[src/rtl/mem_bank_ctr.sv]
// Bank controller: maps one FIFO read port and one write port onto 2^BANK_W interleaved SPRAM banks.
// Optional read forwarding from the deferred-write slots: define MEM_BANK_CTR_FWD_EN.
module mem_bank_ctr #(
  parameter int unsigned ADDR_W = 3,
  parameter int unsigned DATA_W = 8,
  parameter int unsigned BANK_W = 1,
  localparam int unsigned NB    = 1 << BANK_W,
  localparam int unsigned BA_W  = ADDR_W - BANK_W,
  localparam int unsigned CNT_W = BANK_W + 1
) (
  input  logic                 clk,
  input  logic                 rst,
  input  logic                 r_req,
  input  logic [ADDR_W-1:0]    r_addr,
  output logic                 r_valid,
  output logic [DATA_W-1:0]    r_data,
  input  logic                 w_req,
  output logic                 w_ready,
  input  logic [ADDR_W-1:0]    w_addr,
  input  logic [DATA_W-1:0]    w_data,
  output logic [NB-1:0]        bank_en,
  output logic [NB-1:0]        bank_we,
  output logic [NB*BA_W-1:0]   bank_addr,
  output logic [NB*DATA_W-1:0] bank_wdata,
  input  logic [NB*DATA_W-1:0] bank_rdata,
  output logic [CNT_W-1:0]     pend_cnt
);

  logic [BANK_W-1:0] rb, wb;
  logic [BA_W-1:0]   r_row, w_row;
  assign rb    = r_addr[BANK_W-1:0];
  assign wb    = w_addr[BANK_W-1:0];
  assign r_row = r_addr[ADDR_W-1:BANK_W];
  assign w_row = w_addr[ADDR_W-1:BANK_W];

  logic [NB-1:0]     slot_vld, slot_vld_nxt;
  logic [BA_W-1:0]   slot_row  [NB];
  logic [DATA_W-1:0] slot_data [NB];
  logic [NB-1:0]     rd_hit, capture;
  logic              rd_wb, w_acc;

  // Per-bank arbitration: read > slot drain > direct write; collisions go to the slot.
  always_comb begin
    bank_en      = '0;
    bank_we      = '0;
    bank_addr    = '0;
    bank_wdata   = '0;
    rd_hit       = '0;
    capture      = '0;
    slot_vld_nxt = slot_vld;
    rd_wb        = r_req && (rb == wb);
    w_ready      = !rst && !(slot_vld[wb] && rd_wb);
    w_acc        = w_req && w_ready;
    for (int b = 0; b < NB; b++) begin
      rd_hit[b]  = !rst && r_req && (rb == BANK_W'(b));
      capture[b] = w_acc && (wb == BANK_W'(b)) && (rd_hit[b] || slot_vld[b]);
      bank_addr[b*BA_W +: BA_W]      = slot_row[b];
      bank_wdata[b*DATA_W +: DATA_W] = slot_data[b];
      if (rd_hit[b]) begin
        bank_en[b]                = 1'b1;
        bank_addr[b*BA_W +: BA_W] = r_row;
      end else if (slot_vld[b] && !rst) begin
        bank_en[b]      = 1'b1;
        bank_we[b]      = 1'b1;
        slot_vld_nxt[b] = 1'b0;
      end else if (w_acc && (wb == BANK_W'(b))) begin
        bank_en[b]                     = 1'b1;
        bank_we[b]                     = 1'b1;
        bank_addr[b*BA_W +: BA_W]      = w_row;
        bank_wdata[b*DATA_W +: DATA_W] = w_data;
      end
      if (capture[b]) slot_vld_nxt[b] = 1'b1;
      if (rst)        slot_vld_nxt[b] = 1'b0;
    end
  end

  always_ff @(posedge clk) begin
    if (rst) slot_vld <= '0;
    else     slot_vld <= slot_vld_nxt;
    for (int b = 0; b < NB; b++) begin
      if (capture[b]) begin
        slot_row[b]  <= w_row;
        slot_data[b] <= w_data;
      end
    end
  end

  // Occupancy count tracks the slot register contents.
  logic [CNT_W-1:0] cnt_nxt, pend_q;
  always_comb begin
    cnt_nxt = '0;
    for (int b = 0; b < NB; b++) cnt_nxt = cnt_nxt + CNT_W'(slot_vld_nxt[b]);
  end

  always_ff @(posedge clk) begin
    if (rst) pend_q <= '0;
    else     pend_q <= cnt_nxt;
  end
  assign pend_cnt = rst ? '0 : pend_q;

  logic              rv_q;
  logic [BANK_W-1:0] rbank_q;
  logic [DATA_W-1:0] rd_ram, rd_mux, r_hold;

  always_ff @(posedge clk) begin
    if (rst) begin
      rv_q    <= 1'b0;
      rbank_q <= '0;
    end else begin
      rv_q    <= r_req;
      rbank_q <= rb;
    end
  end

  always_comb begin
    rd_ram = '0;
    for (int b = 0; b < NB; b++)
      if (rbank_q == BANK_W'(b)) rd_ram = bank_rdata[b*DATA_W +: DATA_W];
  end

`ifdef MEM_BANK_CTR_FWD_EN
  // Youngest pending write to the read address wins: a same-cycle capture beats the slot.
  logic              fwd_hit_c, fwd_hit_q;
  logic [DATA_W-1:0] fwd_val_c, fwd_data_q;
  always_comb begin
    fwd_hit_c = 1'b0;
    fwd_val_c = '0;
    for (int b = 0; b < NB; b++) begin
      if (rb == BANK_W'(b)) begin
        if (slot_vld[b] && (slot_row[b] == r_row)) begin
          fwd_hit_c = 1'b1;
          fwd_val_c = slot_data[b];
        end
        if (capture[b] && (w_row == r_row)) begin
          fwd_hit_c = 1'b1;
          fwd_val_c = w_data;
        end
      end
    end
  end

  always_ff @(posedge clk) begin
    if (rst) begin
      fwd_hit_q  <= 1'b0;
      fwd_data_q <= '0;
    end else begin
      fwd_hit_q  <= r_req && fwd_hit_c;
      fwd_data_q <= fwd_val_c;
    end
  end
  assign rd_mux = fwd_hit_q ? fwd_data_q : rd_ram;
`else
  assign rd_mux = rd_ram;
`endif

  always_ff @(posedge clk) begin
    if (rst)       r_hold <= '0;
    else if (rv_q) r_hold <= rd_mux;
  end

  assign r_valid = rv_q && !rst;
  assign r_data  = rst ? '0 : (rv_q ? rd_mux : r_hold);

endmodule

[config.mk]
export PLATFORM = sky130hd
export DESIGN_NAME = mem_bank_ctr
export DESIGN_NICKNAME = d
export VERILOG_FILES = /design/src/rtl/mem_bank_ctr.sv
export SDC_FILE = /design/constraint.sdc
export NUM_CORES = 1
export LEC_CHECK = 0
export BUFFER_PORTS_ARGS = -buffer_cell sky130_fd_sc_hd__buf_2
export CAP_MARGIN = 25
export CORE_ASPECT_RATIO = 0.9
export CORE_MARGIN = 3
export CORE_UTILIZATION = 40
export CTS_CLUSTER_SIZE = 40
export DETAILED_ROUTE_END_ITERATION = 16
export GPL_ROUTABILITY_DRIVEN = 0
export GPL_TIMING_DRIVEN = 1
export PLACE_DENSITY_LB_ADDON = 0.2
export SLEW_MARGIN = 5
export SYNTH_ARGS = -nofsm -noshare
export SYNTH_HDL_FRONTEND = slang
export SYNTH_SLANG_ARGS = --single-unit
[constraint.sdc]
create_clock -name clk -period 2.96 [get_ports clk]
set_input_delay 0.592 -clock clk [delete_from_list [all_inputs] [get_ports clk]]
set_output_delay 0.592 -clock clk [all_outputs]
set_load 0.05 [all_outputs]
==> results of run 1 <==
==> report_power, final <==
group	internal (W)	switching [W]	leakage, nW
clock network	0.000161	0.000147	0.0426
registers	0.000513	0.00000935	0.296
logic	0.0000640	0.000135	0.577
total	0.000738	0.000291	0.915
==> final cells by class <==
cell class                 count  area, µm²
clock buffer                   6       72.6
clock inverter                 2       8.76
fill                         334       1730
multi-input combinational     94        746
sequential                    34        881
tap                           46       57.6
timing repair buffer          72        368
==> stage by stage <==
stage               setup slack, ns  instances  hold slack (ns)
floorplan                     0.188        137            0.565
global placement              0.270        246            0.468
detailed placement            0.250        246            0.476
CTS                           0.256        254            0.488
global route                  0.178        254            0.519
finish                        0.256        254            0.492
==> sequential cells by signal (all words and copies together), names as in the netlist <==
register,flops
rv_q,1
slot_data,16
rbank_q,1
slot_row,4
pend_q,2
r_hold,8
slot_vld,2
==> kinds of logic (layout without fill, tap and decap cells) <==
family	Yosys count	count (layout)	synth area share, %
compound gates	23	23	8.43
flops	34	34	53.0
buf+inv	9	80	2.56
fa+ha+maj	1	1	0.752
mux	29	29	20.5
simple gates	40	40	14.2
xor+xnor	1	1	0.527
==> layout by cell type, fill, tap and decap left out, types with 4 or more instances in the layout <==
master,instances
o21ai_0,4
nand2_1,4
mux2_2,9
clkbuf_8,5
nor2b_1,8
a211oi_1,9
a21oi_1,9
mux2i_1,12
mux2_4,8
dfxtp_1,14
edfxtp_1,20
nor2_1,14
buf_2,69
==> worst max-delay path, delay by kind of cell <==
kind	cells	cell delay, ns
and+or+nand+nor	2	0.80
muxes	1	0.38
buffers and inverters	2	0.34
==> worst paths after layout <==
kind | start | end | slack, ns
hold reg to reg | r_hold[4] | r_hold[4] | 0.49
hold / removal | r_hold[4] | r_hold[4] | 0.49
setup / recovery | rst | bank_wdata[15] | 0.26
setup reg to reg | slot_vld[1] | slot_data[0][15] | 1.54
==> metal layers <==
layer | part of all wire, % | track usage (%) | vias to the layer above
met1 | 42 | 18.2 | 609
li1 | - | - | 647
met2 | 49 | 24.4 | 47
met3 | 8.4 | 5.36 | 2
met5 | 0 | 0 | -
met4 | 0.78 | 6.11 | 0
==> run_results.csv, run 1 <==
group,metric,value,unit
floorplan,dieHeight,67.2,µm
timing,fmax,0.370,GHz
outcome,status,"finished clean",
critical_path,critPathLaunchType,"primary input",
layout,finish.utilization,55.2,%
floorplan,top_level_ports,70,
job,maxCapViolCount,0,
logic_synthesis,synth_seq_cells,34,
power,leakage,0.915,nW
clock_network,cts_resized,0,
logic_synthesis,synth_nets,172,
clock_network,cts_buffer_depth,2,
logic_synthesis,post-synth-top-count-cell,"edfxtp_1",
floorplan,dieArea,4970,µm²
place,hpwl,2680,µm
route,finalWirelength,3580,µm
critical_path,cp_cell_sequence,"buf_2 -> nand3b_2 -> or3_1 -> mux2_4 -> buf_2",
critical_path,required,2.37,ns
logic_synthesis,yosysTopAreaCell,"edfxtp_1",
global_routing,grt_pass1_vias,1260,
place,placedInstanceArea,2050,µm²
global_routing,antenna_found_initial,0,
critical_path,critical_path.max_stage_delay,0.56,ns
logic_synthesis,syn_area_per_cell,12.1,µm²
power,p_total,0.00103,W
timing,final-setup-viol-count,0,
layout,finalNetCount,242,
logic_synthesis,syn_area,1660,µm²
timing,finalSetupTns,0,ns
clock_network,cts_num_sinks,34,
critical_path,cp-end-kind,"output pin",
clock_network,htreeDepth,2,
route,drtIter0Drc,42,
critical_path,timing.critical_path.mode_cell,"buf_2",
critical_path,critPathKind,"primary input to output pin",
critical_path,r2r_cells,3,
route,ant_nets,0,
timing,min_period,2.70,ns
critical_path,critPathArrivalTime,2.11,ns
logic_synthesis,ys_warn_count,0,
floorplan,initial_core_util,43.1,%
place,io_buffers,69,
power,p_per_area,483,nW/µm²
logic_synthesis,synth.top_cell.area_share,36.1,%
timing,worst_slew_pin_slew,0.522,ns
timing,slew-limit-headroom,65.2,%
logic_synthesis,ys_types,30,
clock_network,cts_buffers,5,
timing,finalCritPeriodShare,91.4,%
logic_synthesis,ys.flop_type,"edfxtp_1",
clock_network,cts-root-buf,"clkbuf_8",
clock_network,cts_tree,"yes",
worst_hold_path,hp-class,"register to register",
timing,drv_slew,0,
timing,hold_viol,0,
critical_path,slowest_stage,"or3_1",
logic_synthesis,synthCells,137,
timing,rsz0062_at_grt,"false",
floorplan,dieWidth,74.0,µm
route,vias_per_cell,5.14,
logic_synthesis,synth-seq-area-share,53.0,%
floorplan,coreArea,3860,µm²
clock_network,path_clk_slew,0.06,ns
layout,final_cell_area,2130,µm²
logic_synthesis,synth_edf_count,20,
logic_synthesis,async_flop_share,0,%
timing,fin_worst_skew,0.00427,ns
route,num_vias,1305,
floorplan,rows,21,
clock_network,ctsHoldBuffers,0,
global_routing,grt_max_degree,27,
global_routing,overflow,0,
layout,drive_gt1_share,47.6,%
critical_path,critPathMaxFanout,8,
global_routing,grt_first_pass_wirelength,5630,µm
route,dr.pass1.iters,4,
route,wire_per_inst,14.1,µm
logic_synthesis,synth_common_cells,"20 x edfxtp_1, 14 x dfxtp_1, 14 x nor2_1",
route,drc,0,
logic_synthesis,synthTopCellsByArea,"edfxtp_1 36%, dfxtp_1 17%, mux2i_1 7.2%, mux2_4 7.2%, mux2_2 6.1%",
layout,area_delta_synth_final,28.3,%
clock_network,clk_latency,0.27,ns
power,peakVddDrop,0.310,mV
global_routing,globalRouteTotalUtil,15.1,%
clock_network,post-cts-setup-buffers,0,
layout,n_antenna_cell,0,
worst_hold_path,hold_path_depth,2,
Power figures use the tool's default switching activity.
==> inputs of run 2 (changes only) <==
ABC_AREA = 1   (was unset)
TNS_END_PERCENT = 30   (was unset)
==> run_results.csv, run 2 <==
group,metric,value,unit
clock_network,path_clk_slew,0.07,ns
layout,n_antenna_cell,0,
critical_path,cp-startpoint,"w_addr[0]",
critical_path,required,2.37,ns
clock_network,cts_tree,"yes",
clock_network,htreeDepth,2,
layout,top_regs,"slot_data x16, r_hold x8, slot_row x4",
clock_network,clk_latency,0.28,ns
critical_path,cp-end-kind,"output pin",
logic_synthesis,post-synth-top-count-cell,"nand2_1",
logic_synthesis,synthCells,187,
logic_synthesis,ys_types,21,
critical_path,slowest_stage,"buf_2",
logic_synthesis,synthAdderAreaFrac,0.744,%
floorplan,dieHeight,67.5,µm
layout,mostFrequentLayoutCells,"69 x buf_2, 39 x nand2_1, 27 x inv_1",
logic_synthesis,synth_nets,222,
worst_hold_path,hp-class,"primary input to register",
floorplan,rows,21,
outcome,status,"finished clean",
critical_path,crit_buf_inv,3,
timing,slew-limit-headroom,71.1,%
power,p_total,0.00104,W
logic_synthesis,ys_warn_count,0,
layout,finalNetCount,294,
critical_path,critPathKind,"primary input to output pin",
floorplan,dieWidth,74.3,µm
route,ant_nets,0,
power,p_per_area,486,nW/µm²
logic_synthesis,async_flop_share,0,%
critical_path,reg2reg_from,"slot_vld[1]",
logic_synthesis,synth-xor-area-share,0,%
layout,final_common_cell,"buf_2",
logic_synthesis,synth_edf_count,20,
layout,drive_gt1_share,38.1,%
logic_synthesis,syn_area_per_cell,8.99,µm²
global_routing,overflow,0,
timing,hold_viol,0,
worst_hold_path,hold_start,"w_data[5]",
timing,drv_slew,0,
timing,fin_worst_skew,0.0105,ns
critical_path,critPathLaunchType,"primary input",
route,wire_per_inst,11.4,µm
logic_synthesis,synth-compound-area-share,19.6,%
timing,final-setup-viol-count,0,
route,vias_per_cell,4.66,
route,num_vias,1426,
logic_synthesis,synth_seq_cells,34,
floorplan,top_level_ports,70,
global_routing,antenna_found_initial,0,
job,maxCapViolCount,0,
power,peakVddDrop,0.264,mV
clock_network,cts_buffers,5,
timing,setup_ws,0.410,ns
timing,fmax,0.392,GHz
global_routing,grt_max_degree,17,
clock_network,post-cts-setup-buffers,0,
floorplan,coreArea,3890,µm²
timing,rsz0062_at_grt,"false",
logic_synthesis,synth_mux_area_share,0,%
route,drc,0,
critical_path,critPathMaxFanout,16,
layout,top_register,"slot_data",
clock_network,cts_num_sinks,34,
route,dr.pass1.iters,4,
critical_path,critPathArrivalTime,1.96,ns
global_routing,globalRouteTotalUtil,14.9,%
logic_synthesis,synth_top_family_by_area,"compound AO/OA/AOI/OAI gates",
floorplan,initial_core_util,43.2,%
critical_path,cp_cell_sequence,"buf_2 -> inv_2 -> nand2_1 -> nand3_2 -> nand3_2 -> nor2_2 -> nand3_4 -> o21ai_2 -> buf_2",
route,drtIter0Drc,80,
logic_synthesis,syn_area,1680,µm²
layout,largest_register_ffs,16,
logic_synthesis,yosysTopAreaCell,"edfxtp_1",
logic_synthesis,ys.flop_type,"edfxtp_1",
timing,min_period,2.55,ns
timing,finalCritPeriodShare,86.2,%
clock_network,cts_buffer_depth,2,
logic_synthesis,synth-seq-area-share,52.4,%
floorplan,dieArea,5020,µm²
clock_network,cts-root-buf,"clkbuf_8",
logic_synthesis,synth.top_cell.area_share,35.7,%
critical_path,path_delay_family,"simple AND/OR/NAND/NOR gates",
global_routing,grt_first_pass_wirelength,5610,µm
timing,worst_slew_pin_slew,0.433,ns
clock_network,ctsHoldBuffers,0,
clock_network,cts_resized,0,
place,pre_cts_slack,0.398,ns
route,finalWirelength,3500,µm
timing,finalSetupTns,0,ns
logic_synthesis,synthTopCellsByArea,"edfxtp_1 36%, dfxtp_1 17%, nand2_1 8.7%, o21ai_2 8.3%, inv_1 6.0%",
power,leakage,1.05,nW
critical_path,critical_path.max_stage_delay,0.28,ns
global_routing,grt_pass1_vias,1231,
layout,area_delta_synth_final,26.9,%
place,hpwl,2660,µm
logic_synthesis,synth_common_cells,"39 x nand2_1, 27 x inv_1, 20 x edfxtp_1",
logic_synthesis,yosys.area_share.simple,18.5,%
place,io_buffers,69,
## run 2: layout make-up
type	count	area, µm²
Tap cell	46	57.6
Fill cell	385	1750
Sequential cell	34	881
Multi-Input combinational cell	119	653
Timing Repair Buffer	70	353
Clock inverter	2	8.76
Clock buffer	6	72.6
Inverter	29	109
## run 2: stage by stage
| stage | std cells | utilization, % | cell area (µm²) | hold WS [ns] |
|---|---|---|---|---|
| after global placement | 298 | 52.8 | 2050 | 0.512 |
| after detailed placement | 298 | 52.8 | 2050 | 0.517 |
| after floorplan | 187 | - | 1680 | 0.491 |
| after global routing | 306 | 54.9 | 2130 | 0.498 |
| final | 306 | 54.9 | 2130 | 0.508 |
| after CTS | 306 | 54.9 | 2130 | 0.500 |
## run 2: worst register-to-register path, delay by kind of cell (launching register included)
family	cells	cell delay (ns)
AO/OA/AOI/OAI	1	0.17
buffers and inverters	1	0.36
flip-flops	1	0.33
AND/OR/NAND/NOR	5	0.50
## run 2: kinds of logic (layout without fill, tap and decap cells)
family                   Yosys count  in the layout
AND/OR/NAND/NOR                   66             66
buffers and inverters             34            107
adder cells (fa/ha/maj)            1              1
AO/OA/AOI/OAI                     52             52
flip-flops                        34             34
## run 2: where the power goes
group          switching (W)  internal, W  total, W
Sequential        0.00000529     0.000511  0.000517
Combinational       0.000152    0.0000525  0.000205
Clock               0.000155     0.000161  0.000316
Total               0.000312     0.000725   0.00104
## run 2: path summary, 6_finish.rpt
check                                         to  slack (ns)  depth (start not counted)
worst min-delay path            slot_data[0][13]        0.51                          1
worst min register to register         r_hold[2]        0.52                          2
worst max-delay path              bank_wdata[14]        0.41                          9
worst max register to register   slot_data[0][4]        1.24                          7
## run 2: layer usage
layer  GRT usage, %  part of all wire [%]
met1           19.5                    49
met5              0                     0
met2           22.8                    43
met4           4.67                  0.37
met3           5.80                   7.7
==> inputs of run 3 (changes only) <==
clock period = 3 ns   (was 2.96 ns; I/O delays follow)
==> run_results.csv, run 3 (same netlist as run 2, synthesis figures left out) <==
group,metric,value,unit
outcome,status,"finished clean",
clock_network,cts-root-buf,"clkbuf_8",
timing,fmax,0.389,GHz
timing,rsz0062_at_grt,"false",
global_routing,grt_pass1_vias,1227,
critical_path,r2r_setup_slack,1.29,ns
layout,mostFrequentLayoutCells,"69 x buf_2, 39 x nand2_1, 27 x inv_1",
critical_path,critPathArrivalTime,1.97,ns
timing,hold_viol,0,
critical_path,critPathLaunchType,"primary input",
clock_network,clk_latency,0.28,ns
critical_path,r2r_end,"slot_data[0][2]",
layout,multi_input_area,653,µm²
floorplan,dieArea,5020,µm²
job,maxCapViolCount,0,
floorplan,dieWidth,74.3,µm
worst_hold_path,hold_start,"r_hold[7]",
worst_hold_path,hold_path_depth,2,
worst_hold_path,hp-class,"register to register",
floorplan,dieHeight,67.5,µm
clock_network,ctsHoldBuffers,0,
clock_network,cts_num_sinks,34,
layout,n_antenna_cell,0,
critical_path,critPathKind,"primary input to output pin",
global_routing,overflow,0,
global_routing,grt_first_pass_wirelength,5490,µm
critical_path,cp-end-kind,"output pin",
place,io_buffers,69,
global_routing,antenna_found_initial,0,
layout,final_common_cell,"buf_2",
place,hpwl,2690,µm
clock_network,path_clk_slew,0.06,ns
clock_network,cts_buffers,5,
route,ant_nets,0,
route,num_vias,1424,
layout,area_delta_synth_final,28.7,%
timing,fin_worst_skew,0.00606,ns
critical_path,reg2reg_from,"slot_vld[1]",
route,finalWirelength,3520,µm
layout,finalNetCount,294,
clock_network,cts_tree,"yes",
global_routing,globalRouteTotalUtil,14.5,%
layout,largest_register_ffs,16,
power,p_per_area,512,nW/µm²
critical_path,required,2.40,ns
timing,final-setup-viol-count,0,
timing,drv_slew,0,
power,peakVddDrop,0.317,mV
clock_network,htreeDepth,2,
timing,worst_slew_pin_slew,0.423,ns
layout,drive_gt1_share,38.5,%
timing,finalCritPeriodShare,85.8,%
critical_path,critPathMaxFanout,16,
route,drtIter0Drc,72,
clock_network,post-cts-setup-buffers,0,
power,leakage,1.07,nW
route,drc,0,
power,p_total,0.00111,W
floorplan,coreArea,3890,µm²
layout,seqCellArea,881,µm²
floorplan,top_level_ports,70,
timing,min_period,2.57,ns
clock_network,cts_buffer_depth,2,
critical_path,r2r_cells,7,
route,dr.pass1.iters,4,
route,wire_per_inst,11.5,µm
layout,finish.utilization,55.7,%
clock_network,cts_resized,0,
floorplan,rows,21,
floorplan,initial_core_util,43.2,%
layout,top_register,"slot_data",
timing,finalSetupTns,0,ns
layout,fillers,363,
route,vias_per_cell,4.65,
layout,top_regs,"slot_data x16, r_hold x8, slot_row x4",
worst_hold_path,hold_path_end,"r_hold[7]",
timing,slew-limit-headroom,71.7,%
global_routing,grt_max_degree,17,
## run 3: changes by cell type in the layout (fill, tap and decap cells not counted)
| cell | delta |
|---|---|
| clkinv_1 | -1 |
| clkbuf_8 | +1 |
| clkinv_2 | -1 |
| clkbuf_16 | +1 |
## run 3: cell type report
cell class	count	share of cell area, %
Clock buffer	8	5.14
Inverter	29	5.03
Multi-Input combinational cell	119	30.2
Sequential cell	34	40.7
Tap cell	46	2.66
Timing Repair Buffer	70	16.3
## run 3: where the power goes
| part | internal, W | switching, W |
|---|---|---|
| Combinational | 0.0000519 | 0.000151 |
| Sequential | 0.000505 | 0.00000511 |
| Clock | 0.000237 | 0.000158 |
## run 3: critical path, stage by stage
cell and delay, ns:
buf_2 0.13, inv_2 0.07, nand2_1 0.06, nand3_2 0.09, nand3_2 0.09, nor2_2 0.21, nand3_4 0.25, o21ai_2 0.20
buf_2 0.28
## run 3: layer usage
layer | share of wire (%) | track usage (%) | vias up
met5 | 0 | 0 | -
met4 | 1.6 | 6.00 | 0
met3 | 8.0 | 4.32 | 6
met2 | 41 | 21.8 | 51
met1 | 49 | 19.5 | 599
li1 | - | - | 768
## run 3: worst max path at each step
| stage | slack (ns) | startpoint | to | cells after the start |
|---|---|---|---|---|
| 4_1_cts | 0.41 | w_addr[0] | bank_wdata[14] | 9 |
| 6_report | 0.43 | w_addr[0] | bank_wdata[6] | 9 |
| 2_1_floorplan | 0.46 | rst | bank_we[1] | 5 |
| 3_5_place_dp | 0.42 | w_addr[0] | bank_wdata[14] | 9 |
| 5_1_grt | 0.26 | w_addr[0] | bank_wdata[6] | 9 |
| 3_3_place_gp | 0.45 | r_addr[0] | bank_wdata[14] | 10 |
## run 3: metrics by stage
step                area (µm²)  hold slack (ns)  std cells  setup slack [ns]
floorplan                 1680            0.491        187             0.464
global placement          2050            0.513        298             0.447
detailed placement        2050            0.511        298             0.418
CTS                       2160            0.511        306             0.408
global route              2160            0.519        306             0.263
finish                    2160            0.518        306             0.427
